File: src/rtl/sar_adc_ctrl.sv
// Successive-approximation ADC controller: soc/eoc handshake toward the sample
// consumer, MSB-first binary search over an external 8-bit DAC and comparator.
module sar_adc_ctrl #(
  parameter int SETTLE = 2
) (
  input  logic       clock,
  input  logic       reset,
  input  logic       soc,
  input  logic       cmp,
  output logic       eoc,
  output logic [7:0] x,
  output logic [7:0] dac
);

  localparam int CNT_W = (SETTLE > 1) ? $clog2(SETTLE) : 1;
  localparam logic [CNT_W-1:0] CNT_RELOAD = CNT_W'(SETTLE - 1);

  typedef enum logic [1:0] {
    IDLE,
    ACK,
    CONV
  } state_e;

  state_e           state_q, state_d;
  logic             eoc_q, eoc_d;
  logic [7:0]       x_q, x_d;
  logic [7:0]       dac_q, dac_d;
  logic [2:0]       k_q, k_d;
  logic [CNT_W-1:0] cnt_q, cnt_d;
  logic [7:0]       kept;

  // NOTE: state registers use non-blocking assignments so every flop samples
  // the pre-edge values; blocking here would create order-dependent races.
  always_ff @(posedge clock) begin
    if (reset) begin
      state_q <= IDLE;
      eoc_q   <= 1'b1;
      x_q     <= 8'h00;
      dac_q   <= 8'h00;
      k_q     <= 3'd7;
      cnt_q   <= '0;
    end else begin
      state_q <= state_d;
      eoc_q   <= eoc_d;
      x_q     <= x_d;
      dac_q   <= dac_d;
      k_q     <= k_d;
      cnt_q   <= cnt_d;
    end
  end

  // NOTE: every signal is given its hold value before the case statement, so
  // no path leaves a variable unassigned and no latch is inferred.
  always_comb begin
    state_d = state_q;
    eoc_d   = eoc_q;
    x_d     = x_q;
    dac_d   = dac_q;
    k_d     = k_q;
    cnt_d   = cnt_q;
    kept       = dac_q;
    kept[k_q]  = cmp;

    unique case (state_q)
      IDLE: begin
        if (soc) begin
          eoc_d   = 1'b0;
          state_d = ACK;
        end
      end
      ACK: begin
        // The consumer must drop soc before the search begins.
        if (!soc) begin
          dac_d   = 8'h80;
          k_d     = 3'd7;
          cnt_d   = CNT_RELOAD;
          state_d = CONV;
        end
      end
      CONV: begin
        if (cnt_q != '0) begin
          cnt_d = cnt_q - CNT_W'(1);
        end else if (k_q != 3'd0) begin
          dac_d            = kept;
          dac_d[k_q - 3'd1] = 1'b1;
          k_d              = k_q - 3'd1;
          cnt_d            = CNT_RELOAD;
        end else begin
          // Result and DAC are committed together with eoc on the last decision.
          x_d     = kept;
          dac_d   = kept;
          eoc_d   = 1'b1;
          state_d = IDLE;
        end
      end
      default: state_d = IDLE;
    endcase
  end

  assign eoc = eoc_q;
  assign x   = x_q;
  assign dac = dac_q;

endmodule

File: config.mk
export PLATFORM = sky130hd
export DESIGN_NAME = sar_adc_ctrl
export DESIGN_NICKNAME = d
export VERILOG_FILES = /design/src/rtl/sar_adc_ctrl.sv
export SDC_FILE = /design/constraint.sdc
export NUM_CORES = 1
export LEC_CHECK = 0
export ABC_AREA = 1
export BUFFER_PORTS_ARGS = -buffer_cell sky130_fd_sc_hd__buf_2
export CAP_MARGIN = 30
export CORE_MARGIN = 4
export CORE_UTILIZATION = 42
export DETAILED_ROUTE_END_ITERATION = 10
export SYNTH_ARGS = -nofsm -noshare
export SYNTH_HDL_FRONTEND = slang
export SYNTH_SLANG_ARGS = --single-unit
File: constraint.sdc
create_clock -name clock -period 1.4 [get_ports clock]
set_clock_uncertainty 0.1 [all_clocks]
set_input_delay 0.07 -clock clock [delete_from_list [all_inputs] [get_ports clock]]
set_output_delay 0.07 -clock clock [all_outputs]
set_load 0.03 [all_outputs]
### Word-level counts from Yosys, hierarchy flattened

Index checks and enable logic that the tools add are counted.

| storage, ports and cells | value |
|---|---|
| register bits after elaboration | 23 |
| latch bits | 0 |
| bits in writable memories | 0 |
| ROM bits | 0 |
| input bits | 4 |
| output and inout port bits | 17 |
| logic and storage cells | 60 |
| memories | 0 |

| operators by class | value |
|---|---|
| add/sub/neg operators | 2 |
| $mul | 0 |
| divide/modulo/power cells | 0 |
| $lt $le $gt $ge | 4 |
| equality and inequality tests | 7 |
| shifts and indexed selects | 0 |
| mux-type cells | 26 |
| bitwise logic cells | 3 |
| reductions and logical operators | 12 |

Operators by type and width:

| operator | count |
|---|---|
| $mux 8 | 3 |
| $pmux 8 s2 | 1 |
| $reduce_and 4->1 | 3 |
| $ne 2x2->1 const B | 5 |
| $mux 3 | 3 |
| $bwmux 8 | 1 |
| $lt 3x4->1 const B | 2 |
| $mux 1 | 8 |
| $mux 2 | 4 |
| $or 8x8->8 | 1 |
| $demux 1 s3 | 2 |
| $ge 3x1->1 const B | 2 |
| $pmux 2 s3 | 1 |
| $pmux 3 s2 | 1 |
| $reduce_and 3->1 | 2 |
| $pmux 1 s2 | 2 |
| $reduce_bool 2->1 | 2 |
| $reduce_bool 3->1 | 1 |
| $sub 3x1->3 const B | 1 |
| $eq 2x1->1 const B | 1 |
| $eq 2x2->1 const B | 1 |
| $logic_and 1x1->1 | 2 |
| $logic_not 2->1 | 1 |
| $not 1->1 | 2 |
| other kinds (2) | 2 |

### Logic depth before layout (Yosys ltp)

| depth | value |
|---|---|
| depth after elaboration | 9 |
| mapped depth | 10 |
| gate-level depth less buffers | 9 |

### Worst setup path before layout

OpenSTA, ideal clock, no wires.

| timing | value |
|---|---|
| kind | register to register |
| start point | register k_q[1] |
| end point | register x_q[7], in the netlist x[7] |
| setup time | 0.068 ns |
| arrival time | 1.341 ns |
| data required time | 1.232 ns |
| setup slack | -0.109 ns |
| cell stages (with the launch flop) | 11 |
| buffers on the path | 2 |
| period minus slack after synthesis | 1.509 ns |
| path through | dfxtp_1 -> buf_2 -> inv_1 -> ha_1 -> nand2_2 -> inv_2 -> nand2_4 -> nor2_8 -> buf_8 -> nand2_2 -> a21oi_2 |

| between the ends | value |
|---|---|
| cells in the longest elaborated chain, start to end | 5 |
| elaborated cells between the ends (all ways) | 9 |
| classes of those cells | order compare: 2; mux: 3; bitwise: 1; reduce/logical: 3 |

RTL lines:

| element | RTL line | source |
|---|---|---|
| start: declaration | 28 | `logic [2:0] k_q, k_d;` |
| start signal: assignment | 47 | `k_q <= k_d;` |
| $lt 3x4->1 (not written as such) or $ge 3x1->1 (tied branches) | 62 | `kept[k_q] = cmp;` |
| $logic_and 1x1->1 (not written as such) | 62 |  |
| $mux 1 (not written as such) | 62 |  |
| $demux 1 s3 | 62 |  |
| $bwmux 8 | 62 |  |
| end signal: assignment | 38 | `x_q <= 8'h00;` |
| end signal: assignment | 45 | `x_q <= x_d;` |
| end: declaration | 26 | `logic [7:0] x_q, x_d;` |

Parallel ways exist; a longest one is shown, timed or not.
A chain may end at the register's enable or synchronous reset.

### Worst setup path in the final report

| timing | value |
|---|---|
| start point | register k_q[1] |
| end point | register x_q[6], in the netlist x[6] |

Same word-level chain as after synthesis.

==> reports/results.tsv <==
metric	value	unit
path_delay_family	flip-flops	
yosysWarnings	0	
dieArea	3870	um2
reg2reg_to	x[6]	
yosysMostFrequentCell	nand2_1	
end_kind	flop	
htree_levels	1	
critPathMaxFanout	7	
design.core.area	2780	um2
drtIter0Drc	48	
synth_top_area_share	0.374	
critPathMaxStageDelay	0.36	ns
crit_chain	inv_4 > ha_4 > nand2_4 > inv_4 > nand2_8 > nor2_8 > buf_6 > o21ai_4 > a21oi_2	
synth_enable_flop_cells	0	
slew_viol_final	0	
maxCapViolCount	0	
min_period	1.40	ns
setup_violations	1	
final_cells	240	
clk_latency	0.31	ns
synthTopCellsByCount	49 x nand2_1, 23 x dfxtp_1, 23 x nand3_1	
grt.total_usage	0.176	
max_slew.worst_pin.slew	0.324	ns
place_ws	-0.0330	ns
dp_hpwl	2250	um
cts_made_buffers	3	
clockBufferDepth	2	
crit_required	1.56	ns
die_x	62.2	um
dpl_cell_area	1390	um2
vdd_ir_drop_max	0.621	mV
grt_pass1_vias	1263	
relSlewSlack	0.784	
hp-start	cmp	
p_leak	0.728	nW
vias	1263	
antenna_found_initial	0	
area_delta_synth_final	23.9	%
io-pin-count	21	
clock_sinks	23	
syn-num-nets	184	
path_buf_inv	3	
r2r_setup_slack	-0.004	ns
yosysTopAreaCell	dfxtp_1	
final_area	1530	um2
critPathArrivalTime	1.56	ns
layout-drive-gt1-share	0.316	
r2r_cells	9	
grt_first_pass_wirelength	5720	um
whs_endpoint	x[7]	
path_class	reg -> reg	
start_kind	flop	
cts-root-buf	clkbuf_4	
path_common_cell	inv_4	
wirelength	3170	um
grt-ovfl-total	0	
rows	19	
ys_ff_latch	23	
tritoncts	built	
vias_per_cell	5.26	
dr.pass1.iters	4	
fin_nets	216	
ant_nets	0	
status	finished with violations	
wl_per_cell	13.2	um
synth.yosys.seq_area_share	0.374	
power	1.29	mW
async_reset_ff_frac	0	
fp.dieH	62.2	um
grt_max_degree	15	
drc_errors	0	
fmax	712	MHz
portBuffers	20	
timing.final.crit_share	1.00	
r2r-start	k_q[1]	
dp_cells	230	
synth_cell_types	25	
synth_area_leaders	dfxtp_1 37%, nand2_1 15%, nand3_1 9.3%	
avgSynthCellArea	6.92	um2
power.density	846	nW/um2
violations	setup timing	
hold_violations	0	
gp_congestion	0.966	
synthFlopType	dfxtp_1	
rsz0062_at_grt	yes	
initial_utilization	0.443	
min_delay_path_depth	5	
slowest_stage	dfxtp_2	
antenna_cells	0	
syn_area	1230	um2
clkTransAtPathRegs	0.13	ns
fin_ws	-0.00392	ns
min_path_type	in -> reg	
synthCells	178	
-- timing repair --
item	in CTS	in global routing
hold buffers	2	0
pin swaps	1	6
resized for setup	7	12
setup endpoints to repair	12	18
endpoints found under the hold margin	2	0
setup buffers	2	1
gates cloned	1	0
-- routing by layer --
metal  wire (um)  vias up  GRT usage
met2        1580       43      0.306
met3         185        8     0.0198
met4          55        0     0.0569
li1            -      642          -
met1        1350      570      0.224
met5           0        -          0
-- cells by family after synthesis --
family                     after synthesis  share of synthesized area
and+or+nand+nor                         87                      0.329
AOI/OAI and AO/OA                       39                      0.176
buffers and inverters                   27                      0.102
DFF                                     23                      0.374
adders and majority gates                2                     0.0203
-- placed cells by master, fill, tap and decap left out, drive strengths merged --
cell and count:
nand2 55, buf 29, nand3 23, dfxtp 23, inv 22, a21oi 21, o21ai 17, nor2 8
clkbuf 3, dlygate4sd3 2, ha 2, nand4 1, o21bai 1, nor3 1, clkinv 1
-- power breakdown --
part	leakage [nW]	internal, mW	switching (mW)
registers	0.186	0.677	0.0161
clock network	0.0177	0.107	0.204
logic	0.523	0.0971	0.191
-- flip-flops by register name, indices dropped and copies added, names as in the netlist --
name	count
dac	8
x	8
k_q	3
state_q	2
cnt_q	1
eoc	1
-- through the flow --
step	setup TNS (ns)	hold slack, ns	util
after floorplan	-0.00984	0.0468	-
after global placement	0	0.234	0.498
after detailed placement	-0.0353	0.256	0.498
after CTS	-0.0234	0.214	0.530
after global routing	-0.596	0.262	0.549
final	-0.00392	0.213	0.549
-- worst max-delay path by stage --
stage	startpoint	end	slack [ns]	depth (start not counted)
floorplan	k_q[1]	x[7]	-0.01	10
global placement	k_q[0]	dac[4]	0.01	9
detailed placement	k_q[0]	dac[4]	-0.03	9
CTS	k_q[0]	dac[4]	-0.02	9
global route	k_q[1]	x[6]	-0.11	9
finish	k_q[1]	x[6]	-0.004	9
-- worst reg2reg max path, delay by kind of cell (launching register included) --
| family | cells | cell delay [ns] |
|---|---|---|
| adders and majority gates | 1 | 0.17 |
| and+or+nand+nor | 3 | 0.25 |
| buffers and inverters | 3 | 0.29 |
| DFF | 1 | 0.36 |
| AOI/OAI and AO/OA | 2 | 0.18 |
-- cell type report --
type,instances,area (um2)
Fill cell,269,1250
Multi-Input combinational cell,129,711
Sequential cell,23,464
Timing Repair Buffer,31,195
Inverter,22,90.1
Tap cell,31,38.8
Clock buffer,3,22.5
Clock inverter,1,5.00
(Power assumes the default switching activity.)
